**config.mk**
```make
export PLATFORM = sky130hd
export DESIGN_NAME = dmem_run_ctrl_flat
export DESIGN_NICKNAME = d
export VERILOG_FILES = /design/src/rtl/dmem_run_ctrl_if.sv /design/src/rtl/dmem_run_ctrl.sv /design/src/flat_wrapper.sv
export SDC_FILE = /design/constraint.sdc
export NUM_CORES = 1
export LEC_CHECK = 0
export BUFFER_PORTS_ARGS = -buffer_cell sky130_fd_sc_hd__buf_2
export CELL_PAD_IN_SITES_DETAIL_PLACEMENT = 0
export CELL_PAD_IN_SITES_GLOBAL_PLACEMENT = 2
export CORE_MARGIN = 5
export CORE_UTILIZATION = 24
export DETAILED_ROUTE_END_ITERATION = 8
export PLACE_DENSITY_LB_ADDON = 0.1
export SKIP_LAST_GASP = 1
export SYNTH_ARGS = -nofsm -noshare
export SYNTH_HDL_FRONTEND = slang
export SYNTH_SLANG_ARGS = --single-unit
```
**constraint.sdc**
```tcl
create_clock -name clk -period 2.4 [get_ports clk]
set_input_delay 0.36 -clock clk [delete_from_list [all_inputs] [get_ports clk]]
set_output_delay 0.36 -clock clk [all_outputs]
set_load 0.05 [all_outputs]
```
**src/rtl/dmem_run_ctrl_if.sv**
```systemverilog
`default_nettype none
// ============================================================================
// Module : dmem_run_ctrl_if
// Brief  : Host-side data-memory access bus for the run controller.
// Rev    : 1.0  initial release
// ============================================================================
interface dmem_run_ctrl_if #(
    parameter int AW = 8,
    parameter int DW = 8
);
    logic          host_req;
    logic          host_we;
    logic [AW-1:0] host_addr;
    logic [DW-1:0] host_wdata;
    logic          host_gnt;
    logic [DW-1:0] host_rdata;
    logic          host_rvalid;

    modport master (
        output host_req,
        output host_we,
        output host_addr,
        output host_wdata,
        input  host_gnt,
        input  host_rdata,
        input  host_rvalid
    );

    modport slave (
        input  host_req,
        input  host_we,
        input  host_addr,
        input  host_wdata,
        output host_gnt,
        output host_rdata,
        output host_rvalid
    );
endinterface
`default_nettype wire

```
**src/rtl/dmem_run_ctrl.sv**
```systemverilog
`default_nettype none
// ============================================================================
// Module : dmem_run_ctrl
// Brief  : Run sequencer (IDLE/ARM/RUN/DONE), data-memory port arbiter and
//          cycle-limit timeout for the single-cycle 9-bit core.
// Rev    : 1.0  initial release
// ============================================================================
module dmem_run_ctrl #(
    parameter int AW         = 8,
    parameter int DW         = 8,
    parameter int CW         = 16,
    parameter int MAX_CYCLES = 4096
) (
    input  wire logic          clk,
    input  wire logic          reset,
    input  wire logic          start_i,
    dmem_run_ctrl_if.slave     host,
    input  wire logic          core_we_i,
    input  wire logic [AW-1:0] core_addr_i,
    input  wire logic [DW-1:0] core_wdata_i,
    input  wire logic          core_done_i,
    output logic               mem_we_o,
    output logic      [AW-1:0] mem_addr_o,
    output logic      [DW-1:0] mem_wdata_o,
    input  wire logic [DW-1:0] mem_rdata_i,
    output logic               core_rst_o,
    output logic               core_en_o,
    output logic               busy_o,
    output logic               done_o,
    output logic               timeout_o,
    output logic      [CW-1:0] cycle_count_o
);

    localparam logic [CW-1:0] C_LIMIT = CW'(MAX_CYCLES - 1);

    typedef enum logic [1:0] {
        S_IDLE = 2'd0,
        S_ARM  = 2'd1,
        S_RUN  = 2'd2,
        S_DONE = 2'd3
    } state_t;

    state_t        state_q, state_d;
    logic [CW-1:0] cycle_q, cycle_d;
    logic          timeout_q, timeout_d;
    logic [DW-1:0] rdata_q, rdata_d;
    logic          rvalid_q, rvalid_d;

    logic          w_host_own;
    logic          w_host_gnt;
    logic          w_arm_entry;

    always_ff @(posedge clk or negedge reset) begin
        if (!reset) begin
            state_q   <= S_IDLE;
            cycle_q   <= '0;
            timeout_q <= 1'b0;
            rdata_q   <= '0;
            rvalid_q  <= 1'b0;
        end else begin
            state_q   <= state_d;
            cycle_q   <= cycle_d;
            timeout_q <= timeout_d;
            rdata_q   <= rdata_d;
            rvalid_q  <= rvalid_d;
        end
    end

    // Next state and per-state core controls.
    always_comb begin
        state_d    = state_q;
        core_rst_o = 1'b1;
        core_en_o  = 1'b0;
        busy_o     = 1'b0;
        done_o     = 1'b0;
        case (state_q)
            S_IDLE: begin
                if (start_i) state_d = S_ARM;
            end
            S_ARM: begin
                busy_o  = 1'b1;
                state_d = S_RUN;
            end
            S_RUN: begin
                core_rst_o = 1'b0;
                core_en_o  = 1'b1;
                busy_o     = 1'b1;
                if (core_done_i || (cycle_q == C_LIMIT)) state_d = S_DONE;
            end
            S_DONE: begin
                core_rst_o = 1'b0;
                done_o     = 1'b1;
                if (start_i) state_d = S_ARM;
            end
            default: begin
                state_d = S_IDLE;
            end
        endcase
    end

    assign w_arm_entry = (state_q != S_ARM) && (state_d == S_ARM);

    // The final RUN cycle still counts; a halt on that same cycle wins over the limit.
    always_comb begin
        cycle_d   = cycle_q;
        timeout_d = timeout_q;
        if (w_arm_entry) begin
            cycle_d   = '0;
            timeout_d = 1'b0;
        end else if (state_q == S_RUN) begin
            cycle_d = cycle_q + CW'(1);
            if (!core_done_i && (cycle_q == C_LIMIT)) timeout_d = 1'b1;
        end
    end

    assign w_host_own = (state_q != S_RUN);
    assign w_host_gnt = host.host_req & w_host_own;

    always_comb begin
        mem_we_o    = 1'b0;
        mem_addr_o  = host.host_addr;
        mem_wdata_o = host.host_wdata;
        if (w_host_own) begin
            mem_we_o    = w_host_gnt & host.host_we;
            mem_addr_o  = host.host_addr;
            mem_wdata_o = host.host_wdata;
        end else begin
            mem_we_o    = core_we_i;
            mem_addr_o  = core_addr_i;
            mem_wdata_o = core_wdata_i;
        end
    end

    always_comb begin
        rvalid_d = w_host_gnt & ~host.host_we;
        rdata_d  = rvalid_d ? mem_rdata_i : rdata_q;
    end

    assign host.host_gnt    = w_host_gnt;
    assign host.host_rdata  = rdata_q;
    assign host.host_rvalid = rvalid_q;

    assign timeout_o     = timeout_q;
    assign cycle_count_o = cycle_q;

endmodule
`default_nettype wire

```
**src/flat_wrapper.sv**
```systemverilog
// flat-port wrapper written by rule: the top's interface ports become plain ports
module dmem_run_ctrl_flat 
#(
    parameter int AW         = 8,
    parameter int DW         = 8,
    parameter int CW         = 16,
    parameter int MAX_CYCLES = 4096
)
  (clk, reset, start_i, core_we_i, core_addr_i, core_wdata_i, core_done_i, mem_we_o, mem_addr_o, mem_wdata_o, mem_rdata_i, core_rst_o, core_en_o, busy_o, done_o, timeout_o, cycle_count_o, host_host_req, host_host_we, host_host_addr, host_host_wdata, host_host_gnt, host_host_rdata, host_host_rvalid);
  dmem_run_ctrl_if #(.AW(AW), .DW(DW)) host_i ();
  input  wire logic clk;
  input  wire logic reset;
  input  wire logic start_i;
  input  wire logic core_we_i;
  input  wire logic [AW-1:0] core_addr_i;
  input  wire logic [DW-1:0] core_wdata_i;
  input  wire logic core_done_i;
  output logic mem_we_o;
  output logic      [AW-1:0] mem_addr_o;
  output logic      [DW-1:0] mem_wdata_o;
  input  wire logic [DW-1:0] mem_rdata_i;
  output logic core_rst_o;
  output logic core_en_o;
  output logic busy_o;
  output logic done_o;
  output logic timeout_o;
  output logic      [CW-1:0] cycle_count_o;
  input wire logic [$bits(host_i.host_req)-1:0] host_host_req;
  input wire logic [$bits(host_i.host_we)-1:0] host_host_we;
  input wire logic [$bits(host_i.host_addr)-1:0] host_host_addr;
  input wire logic [$bits(host_i.host_wdata)-1:0] host_host_wdata;
  output wire logic [$bits(host_i.host_gnt)-1:0] host_host_gnt;
  output wire logic [$bits(host_i.host_rdata)-1:0] host_host_rdata;
  output wire logic [$bits(host_i.host_rvalid)-1:0] host_host_rvalid;
  assign host_i.host_req = host_host_req;
  assign host_i.host_we = host_host_we;
  assign host_i.host_addr = host_host_addr;
  assign host_i.host_wdata = host_host_wdata;
  assign host_host_gnt = host_i.host_gnt;
  assign host_host_rdata = host_i.host_rdata;
  assign host_host_rvalid = host_i.host_rvalid;
  dmem_run_ctrl #(.AW(AW), .DW(DW), .CW(CW), .MAX_CYCLES(MAX_CYCLES)) u_core (.clk(clk), .reset(reset), .start_i(start_i), .host(host_i), .core_we_i(core_we_i), .core_addr_i(core_addr_i), .core_wdata_i(core_wdata_i), .core_done_i(core_done_i), .mem_we_o(mem_we_o), .mem_addr_o(mem_addr_o), .mem_wdata_o(mem_wdata_o), .mem_rdata_i(mem_rdata_i), .core_rst_o(core_rst_o), .core_en_o(core_en_o), .busy_o(busy_o), .done_o(done_o), .timeout_o(timeout_o), .cycle_count_o(cycle_count_o));
endmodule
```
# After elaboration in Yosys (flattened, before gate mapping)
# Index checks and enable logic that the tools add are counted.
[word_totals]
in_bits = 47
output_inout_bits = 48
ff_bits = 28
word_cells = 43
[classes]
eq_ne = 7
n_reduce_logical = 11
n_bitwise = 4
addsub = 1
mux = 15
[op_table]
columns = ["op", "count"]
rows = [
  ["16-bit 2-to-1 mux", 2],
  ["16-bit by 1-bit adder with 16-bit output (second input constant)", 1],
  ["16-bit by 12-bit == test with 1-bit output (second input constant)", 1],
  ["8-bit 2-to-1 mux", 2],
  ["1-bit 2-to-1 mux", 8],
  ["2-bit case mux with 3 select lines", 1],
  ["2-bit OR reduction", 3],
  ["2-bit by 1-bit == test with 1-bit output (second input constant)", 2],
  ["2-bit == test (second input constant)", 2],
  ["2-bit 2-to-1 mux", 2],
  ["2-bit nonzero test", 2],
  ["1-bit AND", 3],
  ["1-bit logical AND", 2],
  ["2-bit zero test", 1],
  ["2-bit by 1-bit != test with 1-bit output (second input constant)", 1],
  ["2-bit != test (second input constant)", 1],
  ["2-bit AND reduction", 1],
  ["1-bit zero test", 1],
  ["1-bit logical OR", 1],
  ["1-bit inverter", 1],
]

# Depth between registers and ports, before layout
# Gate-level depths: netlist (run 1).
[depth]
ltp_word = 8
ltp_mapped = 7
mapped_depth_nobuf = 6

# Worst setup path before layout (run 1)
# OpenSTA, ideal clock, no wires.
[synth_path]
path_kind = "register -> output"
startpoint = "reg u_core.state_q[0]"
endpoint = "out mem_we_o"
path_buffers = 0
path_slack_ns = -0.185
required_ns = 2.040
stages_incl_launch_ff = 5
t_arrival_ns = 2.225
path_cell_list = "dfrtp_1 > inv_1 > ha_1 > nor2b_1 > a22o_1"
[synth_via]
elab_chain_cells = 4
[synth_lines]
columns = ["element", "line", "source"]
rows = [
  ["start: declaration", "dmem_run_ctrl.sv:43", "state_t state_q, state_d;"],
  ["start signal: assignment", "dmem_run_ctrl.sv:61", "state_q <= state_d;"],
  ["2-bit != test", "dmem_run_ctrl.sv:116", "assign w_host_own = (state_q != S_RUN);"],
  ["1-bit AND", "dmem_run_ctrl.sv:117", "assign w_host_gnt = host.host_req & w_host_own;"],
  ["net host_host_gnt", "flat_wrapper.sv:32", "output wire logic [$bits(host_i.host_gnt)-1:0] host_host_gnt;"],
  ["1-bit AND", "dmem_run_ctrl.sv:124", "mem_we_o = w_host_gnt & host.host_we;"],
  ["1-bit 2-to-1 mux", "dmem_run_ctrl.sv:123", "if (w_host_own) begin"],
  ["end: declaration", "flat_wrapper.sv:18", "output logic mem_we_o;"],
]
# The timed path passes the listed nets, and every way through them passes these cells.

# Worst setup path after layout (run 1)
[layout_path]
startpoint = "reg u_core.state_q[0]"
endpoint = "out mem_wdata_o[0]"
[layout_via]
elab_chain_cells = 2
[layout_lines]
columns = ["element", "line", "source"]
rows = [
  ["2-bit != test", "dmem_run_ctrl.sv:116", ""],
  ["8-bit 2-to-1 mux", "dmem_run_ctrl.sv:123", ""],
  ["end: declaration", "flat_wrapper.sv:20", "output logic [DW-1:0] mem_wdata_o;"],
]
# Every way passes these cells.

==> reports/qor.yml, run 1 <==
worst_setup_path:
  cp-start-kind: "register"
  required_ns: 2.04
  end_kind: "primary output"
  critical_path_class: "reg -> out"
  crit_fanout: 16
  crit_arrival_ns: 1.89
synthesis:
  ys_async_sr_fraction: 1.000
  ys_seq_area_frac: 0.4564
  syn_nets: 194
  yosysTopAreaCellShare: 0.4564
  synth_ff_type: "dfrtp_1"
  ys_types: 29
  synth.most_common_cell: "dfrtp_1"
  syn_area_um2: 1535
  yosys_warnings: 0
  yosysTopAreaCell: "dfrtp_1"
  synth-edff-count: 0
  synth_commonest_cells: "dfrtp_1 (28), mux2_2 (24), nor2_1 (19)"
  avgSynthCellArea_um2: 10.74
  synth_seq_cells: 28
  synth.area.top_cells: "dfrtp_1 (46%), mux2_2 (18%), xnor2_1 (6.8%), nor2_1 (4.6%), ha_1 (3.3%)"
  postSynthCellCount: 143
cts:
  clk_path_buf_depth: 2
  cts_hold_buf: 0
  postCtsResizedCells: 1
  cts_setup_buffers: 0
  path_clk_slew_ns: 0.10
  cts_buffers: 3
  ctsHtreeMaxLevel: 1
  clk_latency_ns: 0.28
  root_buffer: "clkbuf_8"
  cts_sinks: 28
  cts_tree: "built"
power_and_ir_drop:
  total_power_uw: 2942
  power_density_nw_per_um2: 1331
  max-vdd-ir-drop_mv: 0.5430
  p_leak_uw: 0.001092
die:
  core_area_um2: 6277
  io-pin-count: 95
  row_count: 29
  fp.dieH_um: 89.98
  start_util: 0.2446
  dieArea_um2: 8096
  fp.dieW_um: 89.98
detailed_routing:
  drc_errors: 0
  wl_met1_um: 1856
  ant_nets: 0
  firstDrtPassIters: 4
  top_layer_used: "met4"
  routed-via-count: 1412
  wl_met3_um: 454
  post_drt_wl_per_cell_um: 13.58
  drt_iter0_drc: 27
  totalWireLength_um: 4332
  routed_via_density: 4.426
  dr_wl_met2_um: 1993
place:
  hpwl_um: 3373
  portBuffers: 94
  dp_cells: 315
  gp_congestion: 0.6948
sta:
  slew_viol_final: 0
  period_share: 0.9384
  clock-skew-final_ns: 0.003524
  setup_violations: 0
  slew_headroom: 0.5595
  timing.setup.tns_ns: 0
  timing.final.hold_violations: 0
  min_period_ns: 2.252
  max_freq_mhz: 444.0
  finalHoldWorstSlack_ns: 0.09806
  rsz0062_at_grt: "no"
  max_slew.worst_pin.slew_ns: 0.6608
global_routing:
  grt_overflow: 0
  grt_pass1_vias: 1527
  grt_pass1_wl_um: 7307
  grt_use_total: 0.1078
  antenna_found_initial: 0
  grt_max_degree: 29
cells_and_area:
  stdcell_count: 319
  final_net_count: 294
  syn2layout_area_growth_pct: 44.01
  n_antenna_cell: 0
  drive_gt1_frac: 0.5496
hold_path:
  hold_path_class: "in -> async"
run:
  maxCapViolations: 0
status:
  status: "finished clean"
## metrics by stage
step | instance area (µm²) | setup WS [ns] | utilization
after floorplan | 1541 | 0.1464 | -
after global routing | 2211 | 0.02759 | 0.3522
after global placement | 2130 | 0.3260 | 0.3392
after detailed placement | 2130 | 0.3158 | 0.3392
final | 2211 | 0.1478 | 0.3522
after CTS | 2211 | 0.1212 | 0.3522
## layout make-up
type / instances / area [µm²]
Clock buffer: 3 / 41.29
Clock inverter: 1 / 30.03
Sequential cell: 28 / 700.7
Inverter: 9 / 33.78
Multi-Input combinational cell: 101 / 793.3
Tap cell: 77 / 96.34
Fill cell: 654 / 4066
Timing Repair Buffer: 100 / 515.5
## sequential cells by signal, indices dropped and copies added, names as in the netlist
register	count
u_core.cycle_count_o	16
u_core.state_q	2
u_core.timeout_o	1
u_core.host.host_rdata	8
u_core.host.host_rvalid	1
## power breakdown
| group | switching (µW) | internal [µW] |
|---|---|---|
| logic | 1330 | 551 |
| registers | 91.3 | 588 |
| clock network | 154 | 224 |
## cell families (layout without fill, tap and decap cells)
group	after synthesis	after routing	share of synthesized area
compound gates	9	9	0.04238
simple gates	49	49	0.1687
xor+xnor	14	14	0.07987
fa+ha+maj	4	4	0.03260
buf+inv	14	113	0.03749
mux	25	25	0.1826
flops	28	28	0.4564
## metal layers
layer | track usage | vias to the layer above
li1 | - | 697
met1 | 0.1257 | 646
met2 | 0.1878 | 67
met3 | 0.04341 | 2
met4 | 0.01861 | 0
met5 | 0 | -
## worst max-delay path, stage by stage (launching register included)
cell	delay [ns]
dfrtp_1	0.44
inv_1	0.12
ha_4	0.27
buf_4	0.23
mux2_2	0.34
buf_2	0.21
## path summary, 6_finish.rpt
kind | cells after the start | start | to | slack, ns
worst min register to register | 1 | u_core.host.host_rdata[4]$_DFFE_PN0P_ | u_core.host.host_rdata[4]$_DFFE_PN0P_ | 0.51
worst max-delay path | 5 | u_core.state_q[0]$_DFF_PN0_ | mem_wdata_o[0] | 0.15
min in group clk | 2 | core_done_i | u_core.timeout_o$_DFFE_PN0P_ | 0.30
worst min-delay path | 1 | reset | u_core.host.host_rdata[7]$_DFFE_PN0P_ | 0.1
worst max register to register | 6 | u_core.state_q[0]$_DFF_PN0_ | u_core.cycle_count_o[15]$_DFFE_PN0P_ | 0.53
max in group asynchronous | 1 | reset | u_core.cycle_count_o[12]$_DFFE_PN0P_ | 1.87
## cells in the final DEF (no fill, tap or decap), types with 2 or more instances in the layout
| cell type | instances |
|---|---|
| buf_2 | 94 |
| dfrtp_1 | 28 |
| mux2_2 | 24 |
| nor2_1 | 19 |
| xnor2_1 | 12 |
| inv_1 | 9 |
| nor4_1 | 6 |
| buf_4 | 6 |
| nand2_1 | 5 |
| nor3_1 | 5 |
| nand4_1 | 4 |
| nand3_1 | 4 |
| ha_1 | 3 |
| clkbuf_8 | 3 |
| a21oi_1 | 2 |
| xor2_1 | 2 |
No activity file was read; power rests on OpenSTA's default activity.
==> run 2: changes to the inputs <==
--- a/config.mk
+++ b/config.mk
@@ -11,7 +11,7 @@
 export CORE_MARGIN = 5
 export CORE_UTILIZATION = 24
 export DETAILED_ROUTE_END_ITERATION = 8
-export PLACE_DENSITY_LB_ADDON = 0.1
+export PLACE_DENSITY = 0.79
 export SKIP_LAST_GASP = 1
 export SYNTH_ARGS = -nofsm -noshare
 export SYNTH_HDL_FRONTEND = slang
==> run 2 against run 1 <==
Fmax rose by 4.8%. Setup slack improved by 0.10 ns. Register-to-register slack got worse by 0.22 ns. Via count rose by 0.57%. Combinational power barely moved. Design area fell by 1.8%. Wire length fell by 8.4%. Sequential cell count did not move. Non-clock buffer count fell by 3. Final cell count fell by 0.94%. Sequential share of layout area rose by 0.57 points.
==> reports/qor.yml, run 2 (synthesis gave the netlist of run 1 again) <==
place:
  dp_cells: 312  # -0.95%
  portBuffers: 94  # unchanged
  hpwl_um: 3170  # -6.0%
  gp_congestion: 0.7212  # +3.8%
  pre_cts_slack_ns: 0.1345  # -0.1813 ns
cells_and_area:
  multiInputGateArea_um2: 793.3  # unchanged
  syn2layout_area_growth_pct: 41.48
  stdcell_count: 316  # -0.94%
  drive_gt1_frac: 0.5439  # -0.005654
  fillers: 644  # -1.5%
  layout_commonest_cell: "buf_2"
  largest_register_ffs: 16  # unchanged
  layout_common_cells: "buf_2 (94), dfrtp_1 (28), mux2_2 (24)"
  final_net_count: 291  # -1.0%
  seq_area_um2: 700.7  # unchanged
  final_core_util: 0.3460  # -0.006179
  n_antenna_cell: 0  # unchanged
power_and_ir_drop:
  p_sw_uw: 1562  # -1.1%
  power_density_nw_per_um2: 1304  # -2.0%
  total_power_uw: 2832  # -3.7%
  p_sw_frac: 0.5514  # +0.01453
  p_leak_uw: 0.001070  # -2.0%
  power_frac_comb: 0.657  # +0.016
  p_clk_frac: 0.103  # -0.025
  seqPwrFrac: 0.240  # +0.009
  internal_power_uw: 1271  # -6.8%
  max-vdd-ir-drop_mv: 0.7617  # +40%
die:
  core_area_um2: 6277  # unchanged
  start_util: 0.2446  # unchanged
  dieArea_um2: 8096  # unchanged
  row_count: 29  # unchanged
  fp.dieW_um: 89.98  # unchanged
  io-pin-count: 95  # unchanged
  fp.dieH_um: 89.98  # unchanged
worst_setup_path:
  crit_chain: "inv_1, ha_4, mux2_2, buf_2"
  max_stage_delay_ns: 0.44  # about the same
  crit_fanout: 28  # +12
  cp_slowest_cell: "dfrtp_1"
  required_ns: 2.04  # about the same
  critical_path_class: "reg -> out"
  crit_arrival_ns: 1.79  # -0.10 ns
  reg2reg_slack_ns: 0.31  # -0.22 ns
  cp-start-kind: "register"
  end_kind: "primary output"
run:
  maxCapViolations: 0  # unchanged
cts:
  path_clk_slew_ns: 0.09  # about the same
  clk_latency_ns: 0.27  # about the same
  cts_tree: "built"
  ctsHtreeMaxLevel: 1  # unchanged
  clk_path_buf_depth: 2  # unchanged
  cts_hold_buf: 0  # unchanged
  cts_sinks: 28  # unchanged
  root_buffer: "clkbuf_8"
  cts_buffers: 3  # unchanged
detailed_routing:
  ant_nets: 0  # unchanged
  firstDrtPassIters: 4  # unchanged
  drt_iter0_drc: 24  # -11%
  routed_via_density: 4.494  # +1.5%
  routed-via-count: 1420  # +0.57%
  drc_errors: 0  # unchanged
  post_drt_wl_per_cell_um: 12.56  # -7.5%
  totalWireLength_um: 3968  # -8.4%
sta:
  slew_viol_final: 0  # unchanged
  setup_violations: 0  # unchanged
  max_freq_mhz: 465.5  # +4.8%
  timing.setup.tns_ns: 0  # unchanged
  worst_slack_ns: 0.2517  # +0.1038 ns
  clock-skew-final_ns: 0.001657  # -0.001867 ns
  min_period_ns: 2.148  # -0.1038 ns
  rsz0062_at_grt: "no"
  period_share: 0.8951  # -0.04325
  max_slew.worst_pin.slew_ns: 0.7188  # +0.05806 ns
  timing.final.hold_violations: 0  # unchanged
  slew_headroom: 0.5198  # -0.03969
global_routing:
  grt_pass1_wl_um: 6913  # -5.4%
  antenna_found_initial: 0  # unchanged
  grt_use_total: 0.1014  # -0.006410
  grt_max_degree: 29  # unchanged
  grt_overflow: 0  # unchanged
  grt_pass1_vias: 1521  # -0.39%
hold_path:
  hold_path_class: "in -> async"
status:
  status: "finished clean"
-- run 2: critical path: cells and delay by family (launching register included) --
kind | cells | cell delay [ns]
muxes | 1 | 0.38
adders and majority gates | 1 | 0.35
buffers and inverters | 2 | 0.33
DFF | 1 | 0.44
-- run 2: stage by stage --
step | hold slack (ns) | cell area (µm²)
4_1_cts | 0.1165 | 2162
5_1_grt | 0.1415 | 2172
6_report | 0.09695 | 2172
3_3_place_gp | 0.4279 | 2107
3_5_place_dp | 0.4265 | 2107
2_1_floorplan | 0.06441 | 1541
-- run 2: worst paths after layout --
kind,from,cells after the start,end
max,u_core.state_q[0]$_DFF_PN0_,4,mem_wdata_o[1]
min,reset,1,u_core.cycle_count_o[9]$_DFFE_PN0P_
max reg2reg,u_core.state_q[0]$_DFF_PN0_,5,u_core.host.host_rdata[3]$_DFFE_PN0P_
min reg2reg,u_core.host.host_rdata[5]$_DFFE_PN0P_,1,u_core.host.host_rdata[5]$_DFFE_PN0P_
max in group asynchronous,reset,1,u_core.cycle_count_o[0]$_DFFE_PN0P_
min in group clk,core_done_i,2,u_core.timeout_o$_DFFE_PN0P_
-- run 2: cell type report --
class | instances | share of cell area
inverters | 9 | 0.01555
repair buffers | 97 | 0.2270
multi-input cells | 101 | 0.3652
flip-flops and latches | 28 | 0.3226
well taps | 77 | 0.04435
clock buffers | 4 | 0.02535
-- run 2: power groups by stage --
stage	logic [µW]	registers (µW)	clock network, µW
after floorplan	1120	1030	0
after global placement	1860	689	0
after CTS	1870	677	311
after global routing	1990	700	332
after detailed placement	1870	688	0
final	1860	680	291
-- run 2: timing repair --
action	CTS	global route
setup buffers	0	0
setup endpoints to repair	0	22
resized for setup	0	1
-- run 2: per-layer routing --
metal  track usage  part of all wire
met5             0                 0
met4       0.02605            0.0093
met3       0.03673             0.097
met2        0.1738              0.48
met1        0.1197              0.41
